## config.mk

```make
export PLATFORM = sky130hd
export DESIGN_NAME = ant_switch_allocator_flat
export DESIGN_NICKNAME = d
export VERILOG_FILES = /design/src/rtl/ant_switch_allocator_if.sv /design/src/rtl/ant_switch_allocator.sv /design/src/flat_wrapper.sv
export SDC_FILE = /design/constraint.sdc
export NUM_CORES = 1
export LEC_CHECK = 0
export CAP_MARGIN = 20
export CORE_AREA = 2 2 127 129
export DETAILED_ROUTE_END_ITERATION = 10
export DIE_AREA = 0 0 129 131
export GPL_ROUTABILITY_DRIVEN = 0
export PLACE_DENSITY = 0.75
export REMOVE_ABC_BUFFERS = 1
export SYNTH_ARGS = -nofsm -noshare
export SYNTH_HDL_FRONTEND = slang
export SYNTH_SLANG_ARGS = --single-unit
```

## constraint.sdc

```tcl
create_clock -name clk -period 9.65 [get_ports clk]
set_clock_uncertainty 0.1 [all_clocks]
set_input_delay 0.965 -clock clk [delete_from_list [all_inputs] [get_ports clk]]
set_output_delay 0.965 -clock clk [all_outputs]
set_load 0.05 [all_outputs]
```

## src/rtl/ant_switch_allocator_if.sv

```systemverilog
// Bundle between the ant routing agent/crossbar side and the switch allocator.
// The agent side drives requests and credit returns; the allocator drives
// crossbar selects, input acknowledgements, credit counts and the error flag.
interface ant_switch_allocator_if #(
    parameter int N       = 5,
    parameter int M       = 5,
    parameter int CREDITS = 4
);
    localparam int SEL_W = (N > 1) ? $clog2(N) : 1;
    localparam int CNT_W = $clog2(CREDITS + 1);

    logic [0:N-1][M-1:0]     i_output_req;
    logic [0:N-1]            i_data_val;
    logic [0:M-1]            i_credit_return;
    logic [0:M-1][SEL_W-1:0] o_xbar_sel;
    logic [0:M-1]            o_xbar_val;
    logic [0:N-1]            o_input_ack;
    logic [0:M-1][CNT_W-1:0] o_credits;
    logic                    o_err;

    modport master (
        output i_output_req,
        output i_data_val,
        output i_credit_return,
        input  o_xbar_sel,
        input  o_xbar_val,
        input  o_input_ack,
        input  o_credits,
        input  o_err
    );

    modport slave (
        input  i_output_req,
        input  i_data_val,
        input  i_credit_return,
        output o_xbar_sel,
        output o_xbar_val,
        output o_input_ack,
        output o_credits,
        output o_err
    );
endinterface

```

## src/rtl/ant_switch_allocator.sv

```systemverilog
// Per-router switch allocator. Each output runs a round-robin arbiter over the
// inputs whose single-flit request targets it, gated by a downstream credit
// counter. Crossbar selects, valids and input acks are registered (one-cycle
// latency); multi-hot requests and credit overflow raise a sticky error.
module ant_switch_allocator #(
    parameter int N       = 5,
    parameter int M       = 5,
    parameter int CREDITS = 4
) (
    input  logic                    clk,
    input  logic                    reset_n,
    ant_switch_allocator_if.slave   bus
);
    localparam int SEL_W = (N > 1) ? $clog2(N) : 1;
    localparam int CNT_W = $clog2(CREDITS + 1);
    localparam int PC_W  = $clog2(M + 1);
    localparam logic [CNT_W-1:0] CRED_MAX = CNT_W'(CREDITS);
    localparam logic [SEL_W:0]   N_EXT    = (SEL_W + 1)'(N);
    localparam logic [SEL_W-1:0] LAST_IN  = SEL_W'(N - 1);

    // Number of set bits in a request vector.
    function automatic logic [PC_W-1:0] popcount(input logic [M-1:0] v);
        logic [PC_W-1:0] cnt;
        cnt = '0;
        for (int b = 0; b < M; b++) begin
            cnt = cnt + PC_W'(v[b]);
        end
        return cnt;
    endfunction

    function automatic logic is_onehot(input logic [M-1:0] v);
        return popcount(v) == PC_W'(1);
    endfunction

    function automatic logic is_multihot(input logic [M-1:0] v);
        return popcount(v) > PC_W'(1);
    endfunction

    logic [0:N-1]            req_ok_s;
    logic                    bad_req_s;
    logic [0:M-1]            found_s;
    logic [0:M-1][SEL_W-1:0] win_s;
    logic [0:M-1][SEL_W-1:0] ptr_nxt_s;
    logic [0:N-1]            ack_s;
    logic [0:M-1][CNT_W-1:0] cred_nxt_s;
    logic [0:M-1]            ovf_s;
    logic                    err_nxt_s;

    logic [0:M-1][SEL_W-1:0] ptr_r;
    logic [0:M-1][CNT_W-1:0] cred_r;
    logic [0:M-1][SEL_W-1:0] xbar_sel_r;
    logic [0:M-1]            xbar_val_r;
    logic [0:N-1]            input_ack_r;
    logic                    err_r;

    // Classify each input: valid one-hot requests compete, valid multi-hot ones are errors.
    always_comb begin
        req_ok_s  = '0;
        bad_req_s = 1'b0;
        for (int i = 0; i < N; i++) begin
            req_ok_s[i] = bus.i_data_val[i] & is_onehot(bus.i_output_req[i]);
            bad_req_s   = bad_req_s | (bus.i_data_val[i] & is_multihot(bus.i_output_req[i]));
        end
    end

    // Round-robin scan per output starting at its pointer; credits must be non-zero.
    always_comb begin
        logic [SEL_W:0]   sum;
        logic [SEL_W-1:0] idx;
        logic             hit;
        sum       = '0;
        idx       = '0;
        hit       = 1'b0;
        found_s   = '0;
        win_s     = '0;
        ptr_nxt_s = ptr_r;
        ack_s     = '0;
        for (int j = 0; j < M; j++) begin
            for (int k = 0; k < N; k++) begin
                sum = {1'b0, ptr_r[j]} + (SEL_W + 1)'(k);
                sum = (sum >= N_EXT) ? (sum - N_EXT) : sum;
                idx = sum[SEL_W-1:0];
                hit = ~found_s[j] & (cred_r[j] != '0) & req_ok_s[idx]
                      & bus.i_output_req[idx][j];
                found_s[j] = found_s[j] | hit;
                win_s[j]   = hit ? idx : win_s[j];
            end
            if (found_s[j]) begin
                ptr_nxt_s[j] = (win_s[j] == LAST_IN) ? '0 : (win_s[j] + SEL_W'(1));
            end else begin
                ptr_nxt_s[j] = ptr_r[j];
            end
            for (int i = 0; i < N; i++) begin
                ack_s[i] = ack_s[i] | (found_s[j] & (win_s[j] == SEL_W'(i)));
            end
        end
    end

    // Credit bookkeeping: grant consumes, return frees, both cancel; overflow saturates.
    always_comb begin
        cred_nxt_s = cred_r;
        ovf_s      = '0;
        for (int j = 0; j < M; j++) begin
            case ({found_s[j], bus.i_credit_return[j]})
                2'b10: begin
                    cred_nxt_s[j] = cred_r[j] - CNT_W'(1);
                end
                2'b01: begin
                    if (cred_r[j] == CRED_MAX) begin
                        ovf_s[j]      = 1'b1;
                        cred_nxt_s[j] = cred_r[j];
                    end else begin
                        cred_nxt_s[j] = cred_r[j] + CNT_W'(1);
                    end
                end
                default: begin
                    cred_nxt_s[j] = cred_r[j];
                end
            endcase
        end
        err_nxt_s = err_r | bad_req_s | (|ovf_s);
    end

    // State and output registers; reset drops in-flight grants and refills credits.
    always_ff @(posedge clk or negedge reset_n) begin
        if (!reset_n) begin
            ptr_r       <= '0;
            xbar_sel_r  <= '0;
            xbar_val_r  <= '0;
            input_ack_r <= '0;
            err_r       <= 1'b0;
            for (int j = 0; j < M; j++) begin
                cred_r[j] <= CRED_MAX;
            end
        end else begin
            ptr_r       <= ptr_nxt_s;
            cred_r      <= cred_nxt_s;
            xbar_val_r  <= found_s;
            input_ack_r <= ack_s;
            err_r       <= err_nxt_s;
            for (int j = 0; j < M; j++) begin
                xbar_sel_r[j] <= found_s[j] ? win_s[j] : '0;
            end
        end
    end

    assign bus.o_xbar_sel  = xbar_sel_r;
    assign bus.o_xbar_val  = xbar_val_r;
    assign bus.o_input_ack = input_ack_r;
    assign bus.o_credits   = cred_r;
    assign bus.o_err       = err_r;
endmodule
```

## src/flat_wrapper.sv

```systemverilog
// flat-port wrapper written by rule: the top's interface ports become plain ports
module ant_switch_allocator_flat 
#(
    parameter int N       = 5,
    parameter int M       = 5,
    parameter int CREDITS = 4
)
  (clk, reset_n, bus_i_output_req, bus_i_data_val, bus_i_credit_return, bus_o_xbar_sel, bus_o_xbar_val, bus_o_input_ack, bus_o_credits, bus_o_err);
  ant_switch_allocator_if #(.N(N), .M(M), .CREDITS(CREDITS)) bus_i ();
  input  logic clk;
  input  logic reset_n;
  input wire logic [$bits(bus_i.i_output_req)-1:0] bus_i_output_req;
  input wire logic [$bits(bus_i.i_data_val)-1:0] bus_i_data_val;
  input wire logic [$bits(bus_i.i_credit_return)-1:0] bus_i_credit_return;
  output wire logic [$bits(bus_i.o_xbar_sel)-1:0] bus_o_xbar_sel;
  output wire logic [$bits(bus_i.o_xbar_val)-1:0] bus_o_xbar_val;
  output wire logic [$bits(bus_i.o_input_ack)-1:0] bus_o_input_ack;
  output wire logic [$bits(bus_i.o_credits)-1:0] bus_o_credits;
  output wire logic [$bits(bus_i.o_err)-1:0] bus_o_err;
  assign bus_i.i_output_req = bus_i_output_req;
  assign bus_i.i_data_val = bus_i_data_val;
  assign bus_i.i_credit_return = bus_i_credit_return;
  assign bus_o_xbar_sel = bus_i.o_xbar_sel;
  assign bus_o_xbar_val = bus_i.o_xbar_val;
  assign bus_o_input_ack = bus_i.o_input_ack;
  assign bus_o_credits = bus_i.o_credits;
  assign bus_o_err = bus_i.o_err;
  ant_switch_allocator #(.N(N), .M(M), .CREDITS(CREDITS)) u_core (.clk(clk), .reset_n(reset_n), .bus(bus_i));
endmodule
```

==> results of run 1 <==
state kept, by name, summed over array words and instances, names as in the netlist:
name and count:
u_core.bus.o_input_ack 5, u_core.bus.o_xbar_val 5, u_core.bus.o_err 1, u_core.bus.o_xbar_sel 15
u_core.ptr_r 15, u_core.bus.o_credits 15
metrics by stage:
| step | hold slack [ns] | instance area (µm²) |
|---|---|---|
| finish | 0.4292 | 9365 |
| global route | 0.4712 | 9365 |
| CTS | 0.4334 | 9365 |
| detailed placement | 0.4168 | 9220 |
| global placement | 0.4247 | 9220 |
| floorplan | 0.5188 | 8169 |
how the worst min path moves through the flow:
stage	from	endpoint	slack, ns
final	u_core.bus.o_credits[5]	u_core.bus.o_credits[5]	0.43
after global routing	u_core.bus.o_credits[2]	u_core.bus.o_credits[2]	0.47
after CTS	u_core.bus.o_credits[5]	u_core.bus.o_credits[5]	0.43
after detailed placement	u_core.bus.o_credits[5]	u_core.bus.o_credits[5]	0.42
after global placement	u_core.bus.o_credits[5]	u_core.bus.o_credits[5]	0.42
after floorplan	u_core.bus.o_credits[5]	u_core.bus.o_credits[5]	0.52
cells by family after synthesis:
| kind of cell | count (synthesis) |
|---|---|
| and+or+nand+nor | 371 |
| AOI/OAI and AO/OA | 313 |
| buffers and inverters | 138 |
| adders and majority gates | 93 |
| DFF | 56 |
| muxes | 54 |
| xor gates and xnor gates | 25 |
worst max-delay path, delay by kind of cell:
family                   cells  cell delay, ns
AO/OA/AOI/OAI                3            0.34
buffers and inverters        4            0.81
adder cells (fa/ha/maj)      5            1.71
AND/OR/NAND/NOR              9            2.92
per-layer routing:
| layer | vias up | GRT usage (%) | wire length (µm) |
|---|---|---|---|
| li1 | 3974 | - | - |
| met1 | 3991 | 39.94 | 10690 |
| met2 | 380 | 46.84 | 10930 |
| met3 | 62 | 4.235 | 2006 |
| met4 | 0 | 10.74 | 804 |
| met5 | - | 0 | 0 |
area by class of cell:
type / instances / share of cell area, %
clock buffer: 6 / 1.376
clock inverter: 2 / 0.1737
inverter: 99 / 3.968
multi-input combinational: 856 / 68.23
sequential: 56 / 15.03
tap: 216 / 2.886
timing repair buffer: 79 / 8.337
layout by cell type (no fill, tap or decap), types with 21 or more instances in the layout:
cell type	netlist	final
nor2_1	73	73
ha_1	73	73
nand2_1	84	84
clkdlybuf4s50_1	0	76
a21oi_1	66	66
nor3_1	25	25
nand3_1	37	37
a21o_1	22	22
dfrtp_1	51	51
mux2i_1	29	29
inv_1	95	95
xnor2_1	21	21
o21ai_0	47	47
==> flow_summary.json, run 1 <==
{
  "outcome": "finished clean",
  "rsz0062_at_grt": "no",
  "start_util_pct": 53.55,
  "hold_path_depth": 2,
  "synth_edf_count": 0,
  "slowest_delay_ns": 0.78,
  "post-place-ws_ns": 2.834,
  "regArea_mm2": 0.001408,
  "vias": 8407,
  "insertion_delay_ns": 0.31,
  "synthMuxAreaShare_pct": 8.253,
  "drt-initial-drc-count": 960,
  "drc": 0,
  "slowest_stage": "or4b_1",
  "area_growth_pct": 12.12,
  "rows": 46,
  "numPortBuffers": 77,
  "die_area_mm2": 0.01690,
  "final.setup.tns_ns": 0,
  "holdBufCountCts": 0,
  "stdcell_count": 1314,
  "dp.cells": 1306,
  "clkTransAtPathRegs_ns": 0.08,
  "synthTopCellsByCount": "inv_1 (95), nand2_1 (84), ha_1 (73), nor2_1 (73), a21oi_1 (66)",
  "crit_chain": "clkdlybuf4s50_1 > ha_1 > inv_1 > fa_1 > inv_1 > ha_1 > inv_1 > fa_1 > and4_1 > nand2_1 > nor4_1 > a211oi_1 > nand4_2 > nand2_2 > or4b_1 > or2_4 > fa_1 > nor2_1 > nand2_1 > o21a_1 > o21ai_1",
  "yosys.area_share.adder_pct": 15.73,
  "post-route-min-period_ns": 6.623,
  "synth_top_area_share_pct": 15.28,
  "ant_nets": 0,
  "viasPerCell": 6.398,
  "die_w_um": 129,
  "endpoint": "u_core.bus.o_credits[2]",
  "reg2reg_depth": 14,
  "synth_cells": 1050,
  "post-cts-setup-buffer-count": 0,
  "die_h_um": 131,
  "clock_sinks": 56,
  "worstSetupPathType": "primary input to flop",
  "min_path_type": "flop to flop",
  "post-route-util_pct": 60.04,
  "hpwl_um": 18850,
  "core_mm2": 0.01560,
  "worst_ep_required_time_ns": 9.79,
  "hold_viol": 0,
  "path_max_fanout": 15,
  "cts-resized-gates": 0,
  "seq_area_frac_synth_pct": 16.85,
  "grt_use_total_pct": 29.08,
  "avgSynthCellArea_um2": 7.955,
  "overflow": 0,
  "antenna_found_initial": 0,
  "io_pins": 78,
  "antennaDiodeCount": 0,
  "r2r-start": "u_core.ptr_r[6]",
  "cts.path.max_buffers": 2,
  "synth_xor_area_share_pct": 2.621,
  "synth-simple-area-share_pct": 23.40,
  "endpoint_kind": "flop",
  "synth_top_area_cell": "dfrtp_1",
  "fin_nets": 1227,
  "routed_wl_um": 24430,
  "synth-compound-area-share_pct": 26.50,
  "setup_viol": 0,
  "yosysMostFrequentCell": "inv_1",
  "grt_start_max_net_pins": 57,
  "grt_pass1_vias": 7775,
  "synthArstFlopShare_pct": 100.0,
  "ys.warnings.count": 0,
  "synth_area_mm2": 0.008353,
  "fmax_mhz": 151.0,
  "tritoncts": "done",
  "worst_slew_pin_slew_ns": 0.9076,
  "worst_ep_arrival_time_ns": 6.76,
  "period_share_pct": 68.63,
  "ys_ff_latch": 56,
  "drive_gt1_share_pct": 6.102,
  "reg2reg_to": "u_core.bus.o_credits[8]",
  "root_buffer": "clkbuf_16",
  "synth_area_leaders": "dfrtp_1 (15%), ha_1 (11%), fa_1 (4.8%)",
  "synth_ff_type": "dfrtp_1",
  "r2r_setup_slack_ns": 4.49,
  "cp-startpoint": "bus_i_output_req[1]",
  "synth_top_family_by_area": "compound AO/OA/AOI/OAI gates",
  "setup_slack_ns": 3.027,
  "grt_pass1_wl_um": 39230,
  "drv_slew": 0,
  "slew_headroom_pct": 39.49,
  "numCtsBuffers": 5,
  "synth_cell_type_count": 97,
  "dr.pass1.iters": 6,
  "fillers": 1400,
  "multi_input_area_mm2": 0.006390,
  "drv_cap": 0,
  "worstSetupStartpointType": "primary input",
  "cts_max_level": 2,
  "wire_per_inst_um": 18.59
}
Power of run 1 is left out: the tool's default activity adds up to more than one toggle a clock period on the data nets, which glitch-free logic cannot reach.
==> inputs of run 2 (changes only) <==
--- a/config.mk
+++ b/config.mk
@@ -6,11 +6,11 @@
 export NUM_CORES = 1
 export LEC_CHECK = 0
 export CAP_MARGIN = 20
-export CORE_AREA = 2 2 127 129
+export CORE_AREA = 2 2 128 130
 export DETAILED_ROUTE_END_ITERATION = 10
-export DIE_AREA = 0 0 129 131
+export DIE_AREA = 0 0 130 132
 export GPL_ROUTABILITY_DRIVEN = 0
-export PLACE_DENSITY = 0.75
+export PLACE_DENSITY = 0.77
 export REMOVE_ABC_BUFFERS = 1
 export SYNTH_ARGS = -nofsm -noshare
 export SYNTH_HDL_FRONTEND = slang
==> constraint.sdc (replaced) <==
create_clock -name clk -period 6 [get_ports clk]
set_clock_uncertainty 0.1 [all_clocks]
set_input_delay 0.6 -clock clk [delete_from_list [all_inputs] [get_ports clk]]
set_output_delay 0.6 -clock clk [all_outputs]
set_load 0.05 [all_outputs]
==> flow_summary.json, run 2 (synthesized netlist as in run 1, its figures left out) <==
{
  "outcome": "finished clean",
  "die_area_mm2": 0.01716,
  "rows": 46,
  "post-route-min-period_ns": 5.672,
  "clkTransAtPathRegs_ns": 0.09,
  "numCtsBuffers": 5,
  "slowest_delay_ns": 0.51,
  "holdBufCountCts": 0,
  "drive_gt1_share_pct": 8.857,
  "tritoncts": "done",
  "die_w_um": 130,
  "vias": 8687,
  "fin_nets": 1258,
  "grt_pass1_vias": 7984,
  "antennaDiodeCount": 0,
  "grt_use_total_pct": 29.77,
  "worst_ep_required_time_ns": 6.10,
  "period_share_pct": 94.53,
  "post-cts-setup-buffer-count": 0,
  "dr.pass1.iters": 9,
  "hold_slack_ns": 0.3255,
  "root_buffer": "clkbuf_16",
  "min_path_type": "primary input to async pin",
  "slew_headroom_pct": 45.98,
  "numPortBuffers": 77,
  "cpMostUsedCell": "ha_1",
  "wire_per_inst_um": 18.98,
  "hold_viol": 0,
  "area_growth_pct": 14.93,
  "worstSetupStartpointType": "primary input",
  "drc": 0,
  "final_cell_mix": "inv_1 (95), nand2_1 (84), clkdlybuf4s50_1 (76)",
  "setup_viol": 0,
  "path_max_fanout": 10,
  "routed_wl_um": 25520,
  "grt_pass1_wl_um": 40970,
  "fmax_mhz": 176.3,
  "cts-resized-gates": 0,
  "endpoint_kind": "flop",
  "cts_max_level": 2,
  "overflow": 0,
  "grt_start_max_net_pins": 57,
  "drt-initial-drc-count": 947,
  "start_util_pct": 53.16,
  "insertion_delay_ns": 0.32,
  "slowest_stage": "clkdlybuf4s50_1",
  "final.setup.tns_ns": 0,
  "cts.path.max_buffers": 2,
  "core_mm2": 0.01571,
  "clock_sinks": 56,
  "viasPerCell": 6.459,
  "crit_chain": "clkdlybuf4s50_1 > ha_1 > inv_1 > fa_1 > inv_1 > ha_1 > inv_1 > fa_1 > and4_2 > nand2_1 > mux2i_1 > a22o_1 > o21ai_1 > nand2_2 > nor3b_1 > nand2_1 > a22o_1 > ha_1 > ha_1 > a222oi_1 > nand3_1",
  "drv_cap": 0,
  "worst_ep_arrival_time_ns": 5.77,
  "hpwl_um": 19900,
  "antenna_found_initial": 1,
  "final_common_cell": "inv_1",
  "drv_slew": 0,
  "worstSetupPathType": "primary input to flop",
  "die_h_um": 132,
  "io_pins": 78,
  "rsz0062_at_grt": "no",
  "ant_nets": 0,
  "worst_slew_pin_slew_ns": 0.8103
}
==> run 2: per-layer routing <==
layer | GRT usage (%) | part of all wire (%) | vias up
li1 | - | - | 4046
met4 | 13.20 | 4.7 | 2
met2 | 46.10 | 44 | 484
met5 | 0 | 0.051 | -
met1 | 40.76 | 42 | 4066
met3 | 4.830 | 9.2 | 89
==> run 2: worst paths after layout <==
path / depth (start not counted) / slack [ns] / startpoint / endpoint
setup / recovery: 21 / 0.33 / bus_i_output_req[6] / u_core.bus.o_input_ack[3]
hold reg to reg: 2 / 0.43 / u_core.bus.o_credits[5] / u_core.bus.o_credits[5]
max in group asynchronous: 2 / 4.91 / reset_n / u_core.ptr_r[4]
min in group clk: 2 / 0.43 / u_core.bus.o_credits[5] / u_core.bus.o_credits[5]
hold / removal: 2 / 0.33 / reset_n / u_core.ptr_r[13]
setup reg to reg: 17 / 1.16 / u_core.ptr_r[12] / u_core.bus.o_input_ack[3]
==> run 2: final cells by class <==
class	count	area (µm²)
tap	216	270.3
inverter	99	371.6
clock buffer	6	128.9
fill	1400	6112
timing repair buffer	110	1013
multi-input combinational	856	6392
sequential	56	1408
clock inverter	2	16.27
==> run 2: worst max-delay path: cells and delay by family <==
family	cells	cell delay (ns)
AOI/OAI and AO/OA	4	1.22
adders and majority gates	6	1.78
buffers and inverters	4	0.67
muxes	1	0.16
and+or+nand+nor	6	1.32
==> run 2: per-stage QoR <==
| step | std cells | setup slack, ns | instance area, µm² | util [%] |
|---|---|---|---|---|
| after floorplan | 1011 | 0.8035 | 8169 | - |
| after global placement | 1337 | 0.1255 | 9453 | 60.16 |
| after detailed placement | 1337 | -0.0009215 | 9453 | 60.16 |
| after CTS | 1345 | 0.3375 | 9598 | 61.08 |
| after global routing | 1345 | 0.05163 | 9600 | 61.10 |
| final | 1345 | 0.3284 | 9600 | 61.10 |
Power of run 2 is left out for the same reason.
